[config.mk]
export PLATFORM = sky130hd
export DESIGN_NAME = int_ctrl
export DESIGN_NICKNAME = d
export VERILOG_FILES = /design/src/rtl/mips_int_pkg.sv /design/src/rtl/int_prio_enc.sv /design/src/rtl/int_ctrl.sv
export SDC_FILE = /design/constraint.sdc
export NUM_CORES = 1
export LEC_CHECK = 0
export BUFFER_PORTS_ARGS = -buffer_cell sky130_fd_sc_hd__buf_2
export CAP_MARGIN = 0
export CORE_AREA = 2 2 68 70
export DETAILED_ROUTE_END_ITERATION = 7
export DIE_AREA = 0 0 70 72
export HOLD_SLACK_MARGIN = 0.12
export PLACE_DENSITY = 0.72
export SKIP_CTS_REPAIR_TIMING = 1
export SLEW_MARGIN = 20
export SYNTH_ARGS = -nofsm -noshare
export SYNTH_HDL_FRONTEND = slang
export SYNTH_SLANG_ARGS = --single-unit
[constraint.sdc]
create_clock -name clk -period 1.7 [get_ports clk]
set_input_delay 0.17 -clock clk [delete_from_list [all_inputs] [get_ports clk]]
set_output_delay 0.17 -clock clk [all_outputs]
set_load 0.005 [all_outputs]
[src/rtl/mips_int_pkg.sv]
// mips_int_pkg: register map, FSM encoding and ACTIVE bit positions for int_ctrl
package mips_int_pkg;
  localparam logic [1:0] INT_CTRL   = 2'd0;
  localparam logic [1:0] INT_MASK   = 2'd1;
  localparam logic [1:0] INT_PEND   = 2'd2;
  localparam logic [1:0] INT_ACTIVE = 2'd3;
  localparam int ACT_SERVICE_BIT = 31;
  localparam int ACT_INT_BIT     = 30;
  typedef enum logic [1:0] {IDLE, REQ, SERVICE} state_t;
endpackage

[src/rtl/int_prio_enc.sv]
// int_prio_enc: lowest-index-first priority encoder with valid flag
module int_prio_enc #(
  parameter int NSRC    = 8,
  parameter int CAUSE_W = 3
) (
  input  logic [NSRC-1:0]    req,
  output logic [CAUSE_W-1:0] idx,
  output logic               valid
);
  // scan from the top so the lowest set index is written last and wins
  always_comb begin
    idx   = '0;
    valid = |req;
    for (int i = NSRC - 1; i >= 0; i--)
      if (req[i]) idx = CAUSE_W'(i);
  end
endmodule

[src/rtl/int_ctrl.sv]
// int_ctrl: edge-capturing interrupt controller with request/ack/eret handshake
module int_ctrl
  import mips_int_pkg::*;
#(
  parameter int NSRC    = 8,
  parameter int CAUSE_W = 3
) (
  input  logic               clk,
  input  logic               reset,
  input  logic [NSRC-1:0]    irq_src,
  output logic               cpu_int,
  output logic [CAUSE_W-1:0] cpu_cause,
  input  logic               cpu_ack,
  input  logic               eret,
  input  logic               we,
  input  logic [1:0]         addr,
  input  logic [31:0]        wdata,
  output logic [31:0]        rdata
);
  state_t state, state_n;
  logic [NSRC-1:0] irq_prev, pending, mask, rise, eligible, w1c, ack_clr;
  logic gie, win_valid, int_n;
  logic [CAUSE_W-1:0] winner, cause_n;
  logic [31:0] active;
  assign rise     = irq_src & ~irq_prev;
  assign eligible = pending & mask & {NSRC{gie}};
  assign w1c      = (we && addr == INT_PEND) ? wdata[NSRC-1:0] : '0;
  int_prio_enc #(.NSRC(NSRC), .CAUSE_W(CAUSE_W)) u_enc (
    .req  (eligible),
    .idx  (winner),
    .valid(win_valid)
  );
  // handshake FSM: cause latched on request, not re-arbitrated until back in IDLE
  always_comb begin
    state_n = state;
    int_n   = cpu_int;
    cause_n = cpu_cause;
    ack_clr = '0;
    case (state)
      IDLE: if (win_valid) begin
        state_n = REQ;
        int_n   = 1'b1;
        cause_n = winner;
      end
      REQ: if (cpu_ack) begin
        state_n = SERVICE;
        int_n   = 1'b0;
        ack_clr = NSRC'(1) << cpu_cause;
      end else if (!eligible[cpu_cause]) begin
        state_n = IDLE;
        int_n   = 1'b0;
      end
      SERVICE: if (eret) begin
        state_n = IDLE;
        cause_n = '0;
      end
      default: state_n = IDLE;
    endcase
  end
  // state, edge history, pending capture and software registers
  always_ff @(posedge clk) begin
    if (reset) begin
      state     <= IDLE;
      cpu_int   <= 1'b0;
      cpu_cause <= '0;
      irq_prev  <= '1;
      pending   <= '0;
      mask      <= '0;
      gie       <= 1'b0;
    end else begin
      state     <= state_n;
      cpu_int   <= int_n;
      cpu_cause <= cause_n;
      irq_prev  <= irq_src;
      pending   <= (pending & ~w1c & ~ack_clr) | rise;
      if (we && addr == INT_CTRL) gie <= wdata[0];
      if (we && addr == INT_MASK) mask <= wdata[NSRC-1:0];
    end
  end
  // register read mux
  always_comb begin
    active                  = 32'(cpu_cause);
    active[ACT_SERVICE_BIT] = state == SERVICE;
    active[ACT_INT_BIT]     = cpu_int;
    rdata = addr == INT_CTRL ? {31'b0, gie} :
            addr == INT_MASK ? 32'(mask) :
            addr == INT_PEND ? 32'(pending) : active;
  end
endmodule
== Yosys cells after proc, flatten, opt, wreduce, memory -nomap -nowiden ==
Index checks and enable logic that the tools add are counted.

* Output and inout bits: 36
* Input bits: 47
* Logic and storage cells: 64
* Register bits after elaboration: 31

* $lt $le $gt $ge: 1
* Shift operators: 1
* Bitwise logic cells: 9
* Reduce and logical (&&, ||, !) cells: 11
* Mux-type cells: 28
* Equal/unequal tests: 7

{| class="wikitable"
|+ Operators with widths
! kind !! count
|-
| 32-bit 2-to-1 mux || 3
|-
| 8-bit AND || 5
|-
| 3-bit 2-to-1 mux || 10
|-
| 8-bit 2-to-1 mux || 3
|-
| 8-bit inverter || 3
|-
| 3-bit AND reduction || 3
|-
| 2-bit 2-to-1 mux || 4
|-
| 8-bit bitwise OR || 1
|-
| 8-bit OR reduction || 1
|-
| 1-bit by 3-bit << shifter with 8-bit output, first input constant || 1
|-
| 2-bit case mux with 3 select lines || 1
|-
| 3-bit case mux with 2 select lines || 1
|-
| 2-bit by 1-bit == test with 1-bit output, second input constant || 2
|-
| 2-bit == test, second input constant || 2
|-
| 2-bit logical NOT || 2
|-
| 3-bit by 4-bit < comparator with 1-bit output, second input constant || 1
|-
| 1-bit 2-to-1 mux || 4
|-
| 2-bit nonzero test || 2
|-
| 1-bit binary-select mux with 3-bit select || 1
|-
| 1-bit logical AND || 3
|-
| 3-bit inequality test, second input constant || 1
|-
| 2-bit by 1-bit inequality test with 1-bit output, second input constant || 1
|-
| 2-bit inequality test, second input constant || 1
|-
| 1-bit case mux with 2 select lines || 1
|}

== Longest topological paths before layout ==
Gate-level depths: netlist of the first run.

* Word-level depth: 12
* Depth in mapped cells: 8
* Gate-level depth less buffers: 5

== Cells and area by module ==
A second synthesis of the first run with hierarchy kept.

* Cells, all modules: 209
* Area, all modules: 1756.7 um^2

{| class="wikitable"
|+ By module, submodules not included
! module !! area an instance (um^2) !! sequential area each (um^2) !! cells each !! instances
|-
| int_ctrl || 1675.4 || 620.6 || 196 || 1
|-
| int_prio_enc || 81.3 || 0.0 || 13 || 1
|}

== Worst setup path after synthesis of the first run ==
OpenSTA, ideal clock, no wires.

* Path kind: flip-flop to flip-flop
* Start: register cpu_cause[0]
* End: register cpu_int
* Period minus slack after synthesis: 1.314 ns
* Slack: 0.386 ns
* Data arrival time: 1.235 ns
* Stages on the path, launching flop included: 7
* Cells stage by stage: dfxtp_1 > buf_4 > nand2b_1 > a31oi_1 > nor4_2 > a21oi_1 > a211oi_2

* Cells in the longest elaborated chain, start to end: 4

{| class="wikitable"
|+ RTL lines
! element !! line !! text
|-
| start, declared || int_ctrl.sv:12 || <nowiki>output logic [CAUSE_W-1:0] cpu_cause,</nowiki>
|-
| start signal, assigned || int_ctrl.sv:73 || <nowiki>cpu_cause <= cause_n;</nowiki>
|-
| 1-bit binary-select mux with 3-bit select || int_ctrl.sv:49 || <nowiki>end else if (!eligible[cpu_cause]) begin</nowiki>
|-
| 1-bit 2-to-1 mux (not written as such) || int_ctrl.sv:49 ||
|-
| 3-bit inequality test (no line) || n/a ||
|-
| 3-bit AND reduction (no line) || n/a ||
|-
| end signal, assigned || int_ctrl.sv:72 || <nowiki>cpu_int <= int_n;</nowiki>
|-
| end, declared || int_ctrl.sv:11 || <nowiki>output logic cpu_int,</nowiki>
|}

No other way between the ends. The select of a mux whose other input is x is not followed.
A chain may end at the register's enable or synchronous reset.

== Worst setup path after layout of the first run ==
* Start: register gie
* End: output rdata[0]

* Cells in the longest elaborated chain, start to end: 1

{| class="wikitable"
|+ RTL lines
! element !! line !! text
|-
| start, declared || int_ctrl.sv:22 || <nowiki>logic gie, win_valid, int_n;</nowiki>
|-
| start signal, assigned || int_ctrl.sv:76 || <nowiki>if (we && addr == INT_CTRL) gie <= wdata[0];</nowiki>
|-
| 32-bit 2-to-1 mux || int_ctrl.sv:85 || <nowiki>rdata = addr == INT_CTRL ? {31'b0, gie} :</nowiki>
|-
| end, declared || int_ctrl.sv:18 || <nowiki>output logic [31:0] rdata</nowiki>
|}

No other way between the ends.

==> results.md, run 1 <==
Status:
- The run finished with clean final reports.

Yosys:
- Of all flip-flops after synthesis, the portion carrying an async set or reset was 0%.
- The synthesis warning total is 0.
- The sequential share of the synthesized area is 35.0%.
- The number of synthesized flops with an enable pin is 0.
- The count of cell types in the netlist is 42.
- The cell count after synthesis is 209.
- The synthesized design devotes to its leading area cell type 35.0% of total area.
- The most frequent cell after synthesis is dfxtp_1.
- In the synthesized netlist the dominant register cell turns out to be dfxtp_1.
- In the post-synthesis netlist, the biggest area contributors are dfxtp_1, buf_4, a21oi_1, nand2_1, a22o_1.
- Synthesis inferred 31 register bits.
- The combined area of all synthesized cells is 1780 sq um.
- The biggest area consumer among synthesized cells is dfxtp_1.
- The post-synthesis area per instance is 8.49 sq um.
- In the synthesized netlist, the cells that appear most often are dfxtp_1, nand2_1, a21oi_1.

Cells and area:
- The area added between synthesis and finish is 20.2%.
- The net count of the finished layout is 305.
- The layout cell share with drive strength beyond 1 is 27.4%.
- The number of diodes is 0.

Global routing:
- The most heavily used metal layer in global routing is met2.
- For met3 alone, demand over resource in global routing was 4.86%.
- For met1 alone, demand over resource in global routing was 23.4%.
- In the global route stage, overall resource usage came out at 17.9%.
- The global-route wire length before repair is 7.13 mm.
- The initial antenna violation count came to 0.
- The via count of the first global-routing pass came to 1518.
- The largest net degree at the start of global routing is 33.
- The total congestion overflow after global routing is 0.
- For this run, global-route usage on met2 was measured as 28.0%.

Die:
- The die is 72 microns tall.
- The number of rows created at floorplan is 24.
- In this run the count of I/O pins placed on the die edge is 83.
- The total core area is 4260 sq um.
- The die width is 70 microns.
- The die covers 5040 sq um.
- The initial utilization of the core area, before any placement, comes to 41.6%.

Clocking:
- The buffer cell driving the clock tree root is clkbuf_8.
- The maximum clock insertion buffer count is 2.
- TritonCTS built the clock tree.
- The count of H-tree levels built during CTS is 2.
- The post-CTS clock slew at the launch and capture registers of the worst setup and hold paths is 0.06 ns.
- The clock reaches the later pin of the worst-skew pair after 0.29 ns.
- The number of clock buffers added by TritonCTS is 5.
- For this design, the sink count on the clock tree is 31.

STA:
- The clock period minus final worst setup slack is 1.60 ns.
- The count of endpoints failing hold in the final timing report came to 0.
- The worst setup skew after layout is 0.00371 ns.
- Setup repair after global routing left no endpoint under its margin.
- The worst path uses 94.0% of the clock period.
- The worst pin sits at a relative slew slack of 62.6%.
- The number of pins with negative max-slew slack in the final report is 0.
- The number of failing setup endpoints in the final timing report is 0.
- Setup total negative slack on the finished layout was measured at 0 ns.
- For the pin with the worst max-slew slack, the measured transition is 0.560 ns.
- Static timing analysis puts the maximum clock frequency at 626 MHz.
- The tightest hold path in the finished design has a slack of 0.140 ns.

Placement:
- The number of input and output port buffers inserted is 36.
- The routability congestion estimate from global placement is 0.874.
- Detailed placement finished with a half-perimeter wire length of 3.22 mm.

Drt:
- The detailed-route DRC error count is 0.
- The number of DRC violations after detailed-routing iteration 0 is 70.
- The routed via count is 1629.
- The final wirelength is 4.38 mm.
- The detail-routed net length per standard cell is 14.1 microns.
- Once detail routing completed, the nets flagged for antenna violations numbered 0.
- The number of detailed-route iterations in the first pass is 4.
- Dividing the detail-routed via count by the number of cells gives 5.24.

Worst hold path:
- The type of the most critical hold path is in2reg.

Setup path:
- The path depth of the worst reg2reg path is 5.
- The worst-case register-to-register setup slack is 0.17 ns.
- STA classifies the critical path startpoint as a register.
- STA classifies the critical path endpoint as a primary output.
- The capture instance of the worst register-to-register path is pending[0].
- In this run the worst setup path begins at gie.
- The category of the critical setup timing path is reg2out.
- The maximum fanout count along the critical path is 7.
- The most critical setup path has its endpoint at rdata[0].
- At the worst endpoint, the arrival time is 1.43 ns.
- Data on the critical path is required at its endpoint by 1.53 ns.
- In this run the critical register-to-register path is launched from state[1].

Power:
- The internal power of the cells is 1.31 mW.
- The worst-case IR drop observed on VDD is 530 uV.
- Power spread over the standard cell area amounts to 793 nW/um^2.
- For this design the static power due to leakage is 0.886 nW.
- Overall power consumption after layout is estimated at 1.69 mW.
- The share of total power dissipated in sequential elements is 45.9%.
- Of the total power, the share spent switching nets is 22.8%.
- The power share of the clock group is 44.4%.
- Combinational cells account for 9.8% of the total power.
- The power spent charging and discharging nets is 0.386 mW.

Flow run:
- Max-cap violations in this run came to 0.
## kinds of logic (layout without fill, tap and decap cells)
group / count (synthesis) / count (layout) / share of synthesized area, %
DFF: 31 / 31 / 35.0
AOI/OAI and AO/OA: 58 / 58 / 22.7
other: 1 / 22 / 0.211
and+or+nand+nor: 83 / 83 / 26.4
buffers and inverters: 33 / 62 / 13.2
muxes: 3 / 3 / 2.54
## worst min path at each step
stage	startpoint	end	slack, ns	cells after the start
floorplan	irq_src[0]	irq_prev[0]	0.28	1
global placement	irq_src[6]	irq_prev[6]	0.37	2
detailed placement	irq_src[4]	irq_prev[4]	0.38	2
CTS	irq_src[4]	irq_prev[4]	0.07	2
global route	wdata[5]	mask[5]	0.14	3
finish	wdata[4]	mask[4]	0.14	3
## layer usage
| metal | share of wire [%] | wire [microns] | vias to the layer above |
|---|---|---|---|
| met5 | 0 | 0 | - |
| met4 | 1.5 | 65 | 0 |
| met3 | 5.9 | 257 | 7 |
| met2 | 45 | 1990 | 52 |
| met1 | 47 | 2080 | 767 |
| li1 | - | - | 803 |
## metrics by stage
step,std cells,utilization (%),setup WS (ns),cell area [sq um]
final,311,50.0,0.101,2130
after global placement,295,45.4,0.202,1940
after global routing,311,50.0,0.0472,2130
after detailed placement,295,45.4,0.219,1940
after floorplan,230,-,0.386,1850
after CTS,303,48.2,0.102,2050
## layout make-up
cell class              count  area, sq um
fillers                   422         2130
repair buffers             53          328
flip-flops and latches     31          621
inverters                   1         3.75
well taps                  52         65.1
clock buffers               6         82.6
clock inverters             2         35.0
multi-input cells         166          998
## state kept, by name (all words and copies together), names as in the netlist
| signal | cells |
|---|---|
| state | 2 |
| irq_prev | 8 |
| pending | 8 |
| gie | 1 |
| cpu_cause | 3 |
| cpu_int | 1 |
| mask | 8 |
## power by group through the flow
stage | logic (mW) | clock network (mW) | registers, mW
after floorplan | 0.130 | 0 | 0.786
after global placement | 0.147 | 0 | 0.791
after detailed placement | 0.149 | 0 | 0.792
after CTS | 0.151 | 0.770 | 0.776
after global routing | 0.184 | 0.798 | 0.780
final | 0.165 | 0.751 | 0.776
## worst max-delay path, stage by stage, from the launching register on
cell     delay (ns)
dfxtp_1        0.39
buf_4          0.18
mux4_2         0.44
buf_2          0.14
## layout by cell type, fill, tap and decap left out, drive strengths merged, types with 3 or more instances in the layout
master,instances
buf,45
dfxtp,31
nand2,30
a21oi,25
conb,22
nand3,11
nand2b,11
a22o,10
or2,9
dlygate4sd3,8
o211ai,6
clkbuf,6
and3,4
nor2b,3
and2,3
nor2,3
a31oi,3
o21ai,3
(Power assumes the default switching activity.)
==> run 2: changes to the inputs <==
ABC_CLOCK_PERIOD_IN_PS = 1700   (was unset)
GPL_TIMING_DRIVEN = 0   (was unset)
==> run 2 against run 1 <==
Net effect:
- die area unchanged
- clock power grew 15%
- fmax is 2.9% lower
- critical path type unchanged
- highest routed layer unchanged
==> results.md, run 2 (synthesized netlist as in run 1, its figures left out) <==
Clocking:
- TritonCTS built the clock tree.
- The total CTS buffers was 5 (unchanged).
- The count of H-tree levels built during CTS came to 2 (unchanged).
- In this run the clock root is driven by a clkbuf_8.
- The post-CTS clock slew at the launch and capture registers of the worst setup and hold paths was 0.07 ns (about the same).
- The clock sink total is 31 (unchanged).
- The maximum clock insertion buffer count is 2 (unchanged).
- The source-to-sink clock delay at the later pin of the worst-skew pair is 0.29 ns (about the same).

Drt:
- The detail-routed net length per standard cell is 13.4 microns (-4.9%).
- The detailed-route DRC error count is 0 (unchanged).
- The routed via count is 1669 (+2.5%).
- The routed length on met3 is 418 microns (+63%).
- The number of detailed-route iterations in the first pass is 4 (unchanged).
- The via count normalized by instance count came to 5.01 (-4.3%).
- After detailed routing, no signal wire sits above met4.
- The detailed-routed wire length on met2 came to 2.00 mm (+0.91%).
- The final wirelength is 4.46 mm (+1.8%).
- The routed length on met1 is 1.98 mm (-4.5%).
- The number of DRC violations after detailed-routing iteration 0 is 97 (+39%).
- The number of nets with antenna violations after routing came to 0 (unchanged).

Die:
- The die footprint is 5040 sq um (unchanged).
- The initial core utilization came to 41.6% (unchanged).
- The total core area is 4260 sq um (unchanged).
- The number of rows created at floorplan is 24 (unchanged).
- The number of top-level pins is 83 (unchanged).
- The die width is 70 microns (unchanged).
- The overall die height came to 72 microns (unchanged).

Worst hold path:
- The number of cells on the worst hold path came to 3 (unchanged).
- The min-delay analysis places its worst path in the category in2reg.
- In this run the most critical hold path is launched from wdata[3].
- The terminating pin of the worst hold path is mask[3].

Cells and area:
- The largest registers in the layout are irq_prev (8), mask (8), pending (8).
- The area used by multi-input combinational logic is 998 sq um (unchanged).
- The layout cell share with drive strength beyond 1 is 31.3% (+3.9 points).
- The number of diodes was 0 (unchanged).
- The most common cell after layout, fill and taps aside is buf_2.
- The top cell types in the final layout, fill and taps aside, are buf_2, dfxtp_1, nand2_1, a21oi_1, buf_4.
- The number of filler cells placed in the layout is 410 (-2.8%).
- The net count of the finished layout is 327 (+7.2%).
- The number of non-filler instances in the completed layout was 333 (+7.1%).
- The utilization of the core after routing came to 54.1% (+4.1 points).
- Relative to the synthesized area, the layout overhead comes to 30.0%.
- The sequential standard cell area is 621 sq um (unchanged).

Power:
- The power share of the clock group is 46.8% (+2.4 points).
- The final total power was 1.85 mW (+9.1%).
- The internal power of the cells came to 1.45 mW (+11%).
- The leakage power total is 0.998 nW (+13%).
- The power spent charging and discharging nets is 0.396 mW (+2.5%).
- The relative contribution of combinational cells to total power came to 11.1% (+1.3 points).
- The switching power share of the total came to 21.4% (-1.4 points).
- The worst supply voltage drop on vdd was 468 uV (-12%).
- The power share of the sequential group is 42.1% (-3.8 points).
- The ratio of total power to cell area is 800 nW/um^2 (+0.86%).

Flow run:
- The max-capacitance violation count was 0 (unchanged).

STA:
- The highest achievable clock rate is 607 MHz (-2.9%).
- The final critical-path share of the clock period is 96.9% (+2.8 points).
- The count of endpoints failing hold in the final timing report is 0 (unchanged).
- Setup repair after global routing left no endpoint under its margin.
- The clock period minus final worst setup slack is 1.65 ns (+0.0482 ns).
- The worst setup skew after layout is 0.00771 ns (+0.00400 ns).
- The number of pins with negative max-slew slack in the final report is 0 (unchanged).
- The number of failing setup endpoints in the final timing report is 0 (unchanged).
- The setup TNS is 0 ns (unchanged).
- The worst hold slack came to 0.139 ns (-0.00118 ns).

Placement:
- The post-detailed-placement half-perimeter wirelength is 3.28 mm (+1.8%).
- The total placed cells including tap cells is 317 (+7.5%).
- The number of input and output port buffers inserted is 35 (-2.8%).
- The routability congestion estimate from global placement is 0.869 (-0.55%).

Setup path:
- The highest-delay cell along the critical path is mux4_2.
- The data arrival at the endpoint of the critical path came to 1.48 ns (+0.05 ns).
- The path depth of the worst reg2reg path is 5 (unchanged).
- The count of buffer and inverter cells on the critical path is 2 (unchanged).
- In this design, the critical path's most frequently occurring cell is buf_2.
- The worst setup path is of the reg2out kind.
- The worst setup path is launched from a register.
- The largest stage delay on the critical path is 0.46 ns (+0.02 ns).
- The worst register-to-register path begins at cpu_cause[1].
- The endpoint type of the worst setup path is a primary output.
- The critical path required time is 1.53 ns (about the same).
- Walking the worst path, the cells encountered are buf_2 > mux4_2 > buf_2.
- The worst-case register-to-register setup slack is 0.12 ns (-0.05 ns).
- The worst register-to-register path ends at cpu_int.
- The maximum fanout count along the critical path is 10 (+3).
- The kind of cell adding the most delay to the critical path is multiplexers.

Global routing:
- The largest net degree at the start of global routing is 11 (-67%).
- The initial antenna violation count is 0 (unchanged).
- The overall routing resource usage came to 18.3% (+0.39 points).
- The global-route wire length before repair came to 7.15 mm (+0.29%).
- The total congestion overflow after global routing came to 0 (unchanged).
- The via count of the first global-routing pass was 1521 (+0.20%).

Status:
- The flow ran to the end, and the final reports show no timing, DRC or antenna violations.
## run 2: power by group through the flow
stage          Sequential [mW]  Clock (mW)  Combinational, mW
2_1_floorplan            0.786           0              0.130
3_3_place_gp             0.792           0              0.187
3_5_place_dp             0.793           0              0.189
4_1_cts                  0.776       0.880              0.190
5_1_grt                  0.779       0.899              0.228
6_report                 0.777       0.864              0.206
## run 2: metal layers
metal / global-route usage [%] / vias up
li1: - / 845
met1: 23.7 / 741
met2: 29.4 / 77
met3: 5.42 / 6
met4: 6.20 / 0
met5: 0 / -
## run 2: worst max path at each step
| stage | startpoint | endpoint | slack (ns) | cells past startpoint |
|---|---|---|---|---|
| after floorplan | cpu_cause[0] | cpu_int | 0.39 | 6 |
| after CTS | gie | rdata[0] | 0.05 | 3 |
| after global routing | gie | rdata[0] | 0.01 | 3 |
| after global placement | cpu_cause[1] | cpu_int | 0.15 | 5 |
| final | gie | rdata[0] | 0.05 | 3 |
| after detailed placement | cpu_cause[1] | cpu_int | 0.16 | 5 |
## run 2: final cells by class
| cell class | count | share of cell area (%) |
|---|---|---|
| Sequential cell | 31 | 26.9 |
| Multi-Input combinational cell | 166 | 43.3 |
| Inverter | 1 | 0.163 |
| Clock inverter | 2 | 2.60 |
| Tap cell | 52 | 2.82 |
| Buffer | 32 | 10.0 |
| Clock buffer | 6 | 3.15 |
| Timing Repair Buffer | 43 | 11.1 |
## run 2: worst min-delay path: cells and delay by family
kind	cells	cell delay [ns]
buffers and inverters	1	0.10
AND/OR/NAND/NOR	1	0.06
AO/OA/AOI/OAI	1	0.05
## run 2: per-stage QoR
| step | area [sq um] | setup WS (ns) |
|---|---|---|
| floorplan | 1850 | 0.386 |
| global placement | 2090 | 0.150 |
| detailed placement | 2090 | 0.157 |
| CTS | 2230 | 0.0505 |
| global route | 2310 | 0.0114 |
| finish | 2310 | 0.0531 |
